## src/rtl/mau_pkg.sv

```systemverilog
// Shared types and helpers for the memory-stage load/store unit.
package mau_pkg;

  typedef enum logic [2:0] {
    F3_B  = 3'b000,
    F3_H  = 3'b001,
    F3_W  = 3'b010,
    F3_BU = 3'b100,
    F3_HU = 3'b101
  } funct3_e;

  typedef enum logic [1:0] {
    S_IDLE,
    S_REQ,
    S_WAIT_R,
    S_DONE
  } state_e;

  typedef enum logic [1:0] {
    SZ_B,
    SZ_H,
    SZ_W
  } size_e;

  localparam logic [3:0] BE_BYTE = 4'b0001;
  localparam logic [3:0] BE_HALF = 4'b0011;
  localparam logic [3:0] BE_WORD = 4'b1111;

  // Undefined funct3 encodings fall through to a word access.
  function automatic size_e acc_size(input logic [2:0] f3);
    case (f3)
      F3_B, F3_BU: acc_size = SZ_B;
      F3_H, F3_HU: acc_size = SZ_H;
      default:     acc_size = SZ_W;
    endcase
  endfunction

  function automatic logic [1:0] eff_off(input logic [2:0] f3, input logic [1:0] off);
    case (acc_size(f3))
      SZ_B:    eff_off = off;
      SZ_H:    eff_off = {off[1], 1'b0};
      default: eff_off = 2'b00;
    endcase
  endfunction

  function automatic logic misaligned(input logic [2:0] f3, input logic [1:0] off);
    case (acc_size(f3))
      SZ_B:    misaligned = 1'b0;
      SZ_H:    misaligned = off[0];
      default: misaligned = |off;
    endcase
  endfunction

endpackage

```

## src/rtl/mau_align.sv

```systemverilog
// Lane formatting: store replication/byte enables and load extract/extension.
module mau_align
  import mau_pkg::*;
#(
  parameter int DATA_W = 32
) (
  input  logic [2:0]        st_f3_i,
  input  logic [1:0]        st_off_i,
  input  logic [DATA_W-1:0] st_wd_i,
  output logic [DATA_W-1:0] st_wdata_o,
  output logic [3:0]        st_be_o,
  input  logic [2:0]        ld_f3_i,
  input  logic [1:0]        ld_off_i,
  input  logic [DATA_W-1:0] ld_rdata_i,
  output logic [DATA_W-1:0] ld_data_o
);

  logic [1:0]  st_off, ld_off;
  logic [7:0]  ld_byte;
  logic [15:0] ld_half;
  logic        ld_zext;

  always_comb begin
    st_off = eff_off(st_f3_i, st_off_i);
    case (acc_size(st_f3_i))
      SZ_B: begin
        st_wdata_o = {4{st_wd_i[7:0]}};
        st_be_o    = BE_BYTE << st_off;
      end
      SZ_H: begin
        st_wdata_o = {2{st_wd_i[15:0]}};
        st_be_o    = BE_HALF << st_off;
      end
      default: begin
        st_wdata_o = st_wd_i;
        st_be_o    = BE_WORD;
      end
    endcase
  end

  always_comb begin
    ld_off  = eff_off(ld_f3_i, ld_off_i);
    ld_zext = (ld_f3_i == F3_BU) || (ld_f3_i == F3_HU);
    ld_half = ld_off[1] ? ld_rdata_i[31:16] : ld_rdata_i[15:0];
    case (ld_off)
      2'd0:    ld_byte = ld_rdata_i[7:0];
      2'd1:    ld_byte = ld_rdata_i[15:8];
      2'd2:    ld_byte = ld_rdata_i[23:16];
      default: ld_byte = ld_rdata_i[31:24];
    endcase
    case (acc_size(ld_f3_i))
      SZ_B:    ld_data_o = {{(DATA_W-8){ld_byte[7] & ~ld_zext}}, ld_byte};
      SZ_H:    ld_data_o = {{(DATA_W-16){ld_half[15] & ~ld_zext}}, ld_half};
      default: ld_data_o = ld_rdata_i;
    endcase
  end

endmodule

```

## src/rtl/mem_access_unit.sv

```systemverilog
// RV32I M-stage load/store unit: req/gnt/rvalid data-memory handshake with pipeline stall.
// Optional MISALIGN_TRAP_EN: misaligned accesses skip the bus and pulse misaligned_m.
module mem_access_unit
  import mau_pkg::*;
#(
  parameter int ADDR_W = 32,
  parameter int DATA_W = 32
) (
  input  logic              clk,
  input  logic              rst,
  input  logic              mem_read_m,
  input  logic              mem_write_m,
  input  logic [2:0]        funct3_m,
  input  logic [ADDR_W-1:0] alu_result_m,
  input  logic [DATA_W-1:0] write_data_m,
  output logic [DATA_W-1:0] read_data_m,
  output logic              stall_m,
  output logic              dmem_req,
  output logic              dmem_we,
  output logic [ADDR_W-1:0] dmem_addr,
  output logic [3:0]        dmem_be,
  output logic [DATA_W-1:0] dmem_wdata,
  input  logic              dmem_gnt,
  input  logic              dmem_rvalid,
`ifdef MISALIGN_TRAP_EN
  output logic              misaligned_m,
`endif
  input  logic [DATA_W-1:0] dmem_rdata
);

  state_e            state_q, state_d;
  logic [ADDR_W-1:0] addr_q;
  logic [3:0]        be_q;
  logic [DATA_W-1:0] wdata_q, rdata_q;
  logic              we_q;
  logic [2:0]        f3_q;
  logic [1:0]        off_q;
  logic [DATA_W-1:0] st_wdata, ld_data;
  logic [3:0]        st_be;
  logic              mem_op, accept, capture, mis;

  assign mem_op = mem_read_m | mem_write_m;
  assign accept = (state_q == S_IDLE) && mem_op;

  mau_align #(.DATA_W(DATA_W)) u_align (
    .st_f3_i   (funct3_m),
    .st_off_i  (alu_result_m[1:0]),
    .st_wd_i   (write_data_m),
    .st_wdata_o(st_wdata),
    .st_be_o   (st_be),
    .ld_f3_i   (f3_q),
    .ld_off_i  (off_q),
    .ld_rdata_i(dmem_rdata),
    .ld_data_o (ld_data)
  );

`ifdef MISALIGN_TRAP_EN
  logic mis_q;
  assign mis          = misaligned(funct3_m, alu_result_m[1:0]);
  assign misaligned_m = (state_q == S_DONE) && mis_q;
  always_ff @(posedge clk) begin
    if (rst)         mis_q <= 1'b0;
    else if (accept) mis_q <= mis;
  end
`else
  assign mis = 1'b0;
`endif

  always_comb begin
    state_d = state_q;
    stall_m = 1'b0;
    capture = 1'b0;
    case (state_q)
      S_IDLE: if (mem_op) begin
        stall_m = 1'b1;
        state_d = mis ? S_DONE : S_REQ;
      end
      S_REQ: begin
        stall_m = 1'b1;
        if (dmem_gnt) begin
          if (we_q) state_d = S_DONE;
          else if (dmem_rvalid) begin
            capture = 1'b1;
            state_d = S_DONE;
          end else state_d = S_WAIT_R;
        end
      end
      S_WAIT_R: begin
        stall_m = 1'b1;
        if (dmem_rvalid) begin
          capture = 1'b1;
          state_d = S_DONE;
        end
      end
      default: state_d = S_IDLE;
    endcase
  end

  always_ff @(posedge clk) begin
    if (rst) begin
      state_q <= S_IDLE;
      addr_q  <= '0;
      be_q    <= '0;
      wdata_q <= '0;
      we_q    <= 1'b0;
      f3_q    <= '0;
      off_q   <= '0;
      rdata_q <= '0;
    end else begin
      state_q <= state_d;
      if (accept) begin
        addr_q  <= {alu_result_m[ADDR_W-1:2], 2'b00};
        be_q    <= mis ? 4'b0000 : st_be;
        wdata_q <= st_wdata;
        we_q    <= mem_write_m;
        f3_q    <= funct3_m;
        off_q   <= alu_result_m[1:0];
      end
      // A trapped load never reaches the bus, so its result reads as zero.
      if (accept && mis && !mem_write_m) rdata_q <= '0;
      else if (capture)                  rdata_q <= ld_data;
    end
  end

  assign dmem_req    = (state_q == S_REQ);
  assign dmem_we     = we_q;
  assign dmem_addr   = addr_q;
  assign dmem_be     = be_q;
  assign dmem_wdata  = wdata_q;
  assign read_data_m = rdata_q;

endmodule

```

## config.mk

```make
export PLATFORM = sky130hd
export DESIGN_NAME = mem_access_unit
export DESIGN_NICKNAME = d
export VERILOG_FILES = /design/src/rtl/mau_pkg.sv /design/src/rtl/mau_align.sv /design/src/rtl/mem_access_unit.sv
export SDC_FILE = /design/constraint.sdc
export NUM_CORES = 1
export LEC_CHECK = 0
export BUFFER_PORTS_ARGS = -buffer_cell sky130_fd_sc_hd__buf_2
export CAP_MARGIN = 0
export CELL_PAD_IN_SITES_DETAIL_PLACEMENT = 1
export CELL_PAD_IN_SITES_GLOBAL_PLACEMENT = 2
export CORE_ASPECT_RATIO = 2
export CORE_MARGIN = 5
export CORE_UTILIZATION = 28
export DETAILED_ROUTE_END_ITERATION = 6
export MAX_ROUTING_LAYER = met4
export PLACE_DENSITY = 0.83
export SETUP_SLACK_MARGIN = 0.3
export SLEW_MARGIN = 25
export SYNTH_ARGS = -nofsm -noshare
export SYNTH_HDL_FRONTEND = slang
export SYNTH_SLANG_ARGS = --single-unit
```

## constraint.sdc

```tcl
create_clock -name clk -period 4.02 [get_ports clk]
set_input_delay 0.603 -clock clk [delete_from_list [all_inputs] [get_ports clk]]
set_output_delay 0.603 -clock clk [all_outputs]
set_load 0.02 [all_outputs]
```

======== Word level (Yosys, flattened, before mapping) ========
Index checks and enable logic that the tools add are counted.
word-level totals
  input port bits ......................... 105
  latch bits .............................. 0
  word-level logic and storage cells ...... 64
  memories ................................ 0
  memory bits (writable) .................. 0
  bits in read-only memories .............. 0
  register bits ........................... 106
operators by class
  shifts and indexed selects .............. 2
  $mul .................................... 0
  reductions and logical operators ........ 14
  muxes and demuxes ....................... 21
  $lt $le $gt $ge ......................... 0
  equal/unequal tests ..................... 15
  div/mod/pow operators ................... 0
  bitwise gates (word level) .............. 4
  $add $sub $neg .......................... 0
operator list
  operator                                                                  number
  32-bit one-hot mux with 2 select lines                                    2
  8-bit one-hot mux with 3 select lines                                     1
  16-bit two-way mux                                                        1
  2-bit one-hot mux with 2 select lines                                     4
  3-bit == test (second input constant)                                     4
  2-bit OR reduction                                                        5
  2-bit by 1-bit == test with 1-bit output (second input constant)          4
  2-bit logical NOT                                                         4
  4-bit one-hot mux with 2 select lines                                     1
  3-bit by 1-bit == test with 1-bit output (second input constant)          2
  3-bit logical NOT                                                         2
  1-bit two-way mux                                                         6
  2-bit two-way mux                                                         3
  2-bit one-hot mux with 3 select lines                                     1
  2-bit == test (second input constant)                                     2
  2-bit inequality test (second input constant)                             2
  1-bit one-hot mux with 2 select lines                                     2
  1-bit by 2-bit << shifter with 4-bit output (first input constant)        1
  2-bit by 2-bit << shifter with 4-bit output (first input constant)        1
  3-bit AND reduction                                                       1
  1-bit AND                                                                 2
  2-bit by 1-bit inequality test with 1-bit output (second input constant)  1
  1-bit logical AND                                                         1
  1-bit logical OR                                                          1
  other kinds (2)                                                           2

======== Logic depth before layout (Yosys ltp) ========
  word-level depth ........................ 9
  gate-level depth with buffers ........... 8
  mapped depth without buffers ............ 6

======== Modules after synthesis ========
A second synthesis with hierarchy kept.
second synthesis, totals
  cell total of the unflattened synthesis .. 670
  area total of the unflattened synthesis .. 5177.5 um^2
modules (own cells, without submodules)
  module           area each (um^2)  instances  cells an instance
  mem_access_unit  3971.3            1          479
  mau_align        1206.2            1          191

======== Worst setup path after synthesis ========
No wires, ideal clock.
  path type ............................... register -> output
  start point ............................. register state_q[0]
  end point ............................... output stall_m
  arrival time ............................ 1.571 ns
  stages on the path, launching flop included .. 8
  setup slack ............................. 1.846 ns
  path through ............................ dfxtp_1 > inv_1 > ha_1 > o21a_1 > clkbuf_1 > clkbuf_1 > nor2_1 > nor2_1
on the way
  longest elaborated chain between the ends .. 3
  elaborated cells on any way between the ends .. 5
  those cells by class .................... eq/ne (2); mux (1); reduce/logical (2)
RTL lines
  item                                                                       RTL line                source
  start: declaration                                                         mem_access_unit.sv:31   state_e state_q, state_d;
  start signal: assignment                                                   mem_access_unit.sv:110  state_q <= state_d;
  2-bit by 1-bit == test with 1-bit output or 2-bit == test (tied branches)  mem_access_unit.sv:73   case (state_q)
  2-bit OR reduction (no line)                                               --
  1-bit one-hot mux with 2 select lines (*)                                  mem_access_unit.sv:73
  end: declaration                                                           mem_access_unit.sv:17   output logic stall_m,
Every way passes the cells marked *; elsewhere a longest branch is shown, timed or not.

======== Worst setup path after layout ========
Same ends and word-level chain as after synthesis.

==> metrics.md <==
| Metric | Value |
|---|---|
| Status | `completed` |
| Crit path max-delay family | `compound AO/OA/AOI/OAI gates` |
| Max_cap viols | `0` |
| Post-CTS Hold Buffers | `0` |
| Worst path max stage delay | `between 0.3 and 0.4 ns` |
| Register bit total from synthesis | `approximately 110` |
| Final Max Tran Viols | `0` |
| RSZ-0062 raised after global routing | `no` |
| M1 wire length | `6.401 mm` |
| Storage cell area | `~2100 um2` |
| Fin util | `between 30 and 40%` |
| Post-CTS Setup Inserts | `0` |
| Largest net degree at the start of global routing | `74` |
| Layout area overhead | `27.33%` |
| CTS root buf | `clkbuf_16` |
| Met2 wire length | `10.44 mm` |
| Die Wd | `104.0 um` |
| Crit-path slowest cell | `o21a_4` |
| Fillers | `roughly 2,200` |
| Worst-path fanout max | `27` |
| H-tree levels | `3` |
| Initial antenna violation count | `1` |
| TNS Setup | `0 ns` |
| GR Overflow Total | `0` |
| DRC | `0` |
| Cells after Synth | `595` |
| Vias in the first global route | `between 5,000 and 6,000` |
| First-pass GRT wire length | `slightly below 30 mm` |
| All-Layer GR Usage | `between 10% and 20%` |
| Die ar. | `20,570 um2` |
| Cell variety after synth | `just under 50` |
| Multi-input gate area | `2562 um2` |
| Seq/Total Area, Yosys | `approximately 43%` |
| DR iter-0 viols | `between 100 and 150` |
| Site row count | `about 70` |
| Dpl ws | `~1.4 ns` |
| CP cell instances | `inv_1, ha_1, o21a_4, nor2_1, nor2_1, buf_2` |
| Worst setup SP type | `flop` |
| Clock buffer depth | `2` |
| Worst path bufs/invs | `2` |
| Clk_skew | `between 0.005 and 0.006 ns` |
| Worst slew pin tran | `between 0.9 and 1 ns` |
| Async SR Flop Fraction | `0%` |
| Ys flop type | `dfxtp_1` |
| PortBufs | `roughly 200` |
| Critical Path RT | `between 3 and 4 ns` |
| Rel. slew slack | `around 33%` |
| Core area | `~17,000 um2` |
| Initial core utilization | `28.48%` |
| Detail Route Antenna Nets | `0` |
| Die Height | `slightly below 200 um` |
| Crit path DAT | `about 1.8 ns` |
| WL/cell | `approximately 19 um` |
| Critical Setup Path Class | `reg2out` |
| DP Wirelength | `14.02 mm` |
| Share of cells above drive strength 1 | `32.99%` |
| Vias/cell | `between 5 and 6` |
| Final std cells w/o fill | `between 900 and 1,000` |
| Drt pass-1 iters | `4` |
| # IOs | `around 210` |
| GP Congestion | `about 0.87` |
| Placed Instances | `around 960` |
| Period utilization | `around three fifths` |
| Static Leak | `around 2.7 nW` |
| Via Count | `roughly 5,000` |
| Most common cell on crit path | `nor2_1` |
| Post-CTS Resized | `0` |
| TritonCTS clock tree | `built` |
| Pwr/cell area | `approximately 670 nW/um2` |
| CTS sink count | `106` |
| Worst-path clk slew | `0.07 ns` |
| Hold WC Path Type | `reg2reg` |
| Number of synthesized flops with an enable pin | `0` |
| TritonCTS Buffers | `9` |
| Crit path setup slack, layout | `around 1.6 ns` |
| # setup viols final | `0` |
| Final Routed Wirelength | `approximately 18 mm` |
| DR top layer | `met4` |
| Final net count | `872` |
| Worst setup EP type | `primary output` |
| Final Hold Fails | `0` |
| Skew-Pair Late Insertion Delay | `roughly 0.34 ns` |
| Max Fclk | `roughly 410 MHz` |
| Syn_area_per_cell | `around 8.3 um2` |
| Max VDD drop | `314.9 uV` |
| Metal3 WL | `between 600 and 700 um` |
| Yosys warning count | `0` |
| Minimum clock period after layout | `between 2 and 2.5 ns` |
| Post-Syn Area | `4943 um2` |
==> cell type report <==
type                            count  share of cell area (%)
Antenna cell                        1                 0.03975
Clock buffer                       11                   3.697
Clock inverter                      4                  0.3180
Inverter                            7                  0.4174
Multi-Input combinational cell    429                   40.71
Sequential cell                   106                   33.71
Tap cell                          210                   4.174
Timing Repair Buffer              210                   16.93
==> logic make-up (layout without fill, tap and decap cells) <==
family                   Yosys count  in the layout  synth area share, %
adder cells (fa/ha/maj)            4              4                1.012
AO/OA/AOI/OAI                    174            174                25.79
buffers and inverters             61            232                5.745
AND/OR/NAND/NOR                  216            216                17.59
other                              1              3              0.07586
flip-flops                       106            106                42.93
multiplexers                      33             33                6.859
==> cells in the final DEF, fill, tap and decap left out, drive strengths merged, types with 11 or more instances in the layout <==
cell type  count
a211oi        19
a21oi         61
buf          210
o21ai         21
clkbuf        11
a311oi        31
nand2        143
dfxtp        106
nor2          61
mux2i         26
==> Yosys cell counts, types with 3 or more instances <==
| cell | number | area share, % |
|---|---|---|
| a211oi_1 | 16 | 2.4 |
| a211oi_2 | 3 | 0.76 |
| a21oi_1 | 61 | 6.2 |
| a22o_1 | 7 | 1.2 |
| a22oi_1 | 7 | 1.1 |
| a311oi_1 | 21 | 3.7 |
| a311oi_2 | 10 | 3.0 |
| a32o_1 | 8 | 1.6 |
| buf_2 | 10 | 1.0 |
| buf_4 | 3 | 0.46 |
| buf_6 | 4 | 0.91 |
| clkbuf_1 | 36 | 2.7 |
| dfxtp_1 | 106 | 43 |
| ha_1 | 4 | 1.0 |
| inv_1 | 6 | 0.46 |
| mux2_1 | 3 | 0.68 |
| mux2_2 | 4 | 0.91 |
| mux2i_1 | 26 | 5.3 |
| nand2_1 | 143 | 11 |
| nor2_1 | 60 | 4.6 |
| o211ai_1 | 8 | 1.2 |
| o21ai_0 | 19 | 1.9 |
==> sequential cells by signal, summed over array words and instances, names as in the netlist <==
register / flops
off_q: 2
dmem_we: 1
dmem_be: 4
dmem_addr: 30
dmem_wdata: 32
f3_q: 3
read_data_m: 32
state_q: 2
==> through the flow <==
stage	area [um2]	hold WS (ns)	total power [W]
floorplan	4947	0.4610	0.002836
global placement	6037	0.4388	0.003393
detailed placement	6037	0.4451	0.003472
CTS	6290	0.4543	0.004294
global route	6295	0.4760	0.004536
finish	6295	0.4509	0.004215
==> final timing paths <==
path / startpoint / end / slack (ns) / depth (start not counted)
min: dmem_addr[22] / dmem_addr[22] / 0.45 / 2
max: state_q[0] / stall_m / 1.58 / 6
min reg2reg: dmem_addr[22] / dmem_addr[22] / 0.45 / 2
max reg2reg: off_q[1] / read_data_m[0] / 1.64 / 4
==> worst reg2reg max path: stages, from the launching register on <==
cell and delay (ns):
dfxtp_1 0.73, nor2b_2 0.74, mux2_2 0.42, o211ai_1 0.21
a311oi_1 0.13
==> metal layers <==
layer	up-vias	track usage, %
met5	-	-
li1	2425	-
met3	43	2.871
met1	2362	16.82
met2	146	34.40
met4	0	9.606
==> report_power, final <==
group | switching, W | internal [W] | leakage (nW)
Clock | 0.000385 | 0.000413 | 0.129
Combinational | 0.00127 | 0.000635 | 1.74
Sequential | 0.000191 | 0.00132 | 0.870
No activity file was read; power rests on OpenSTA's default activity.
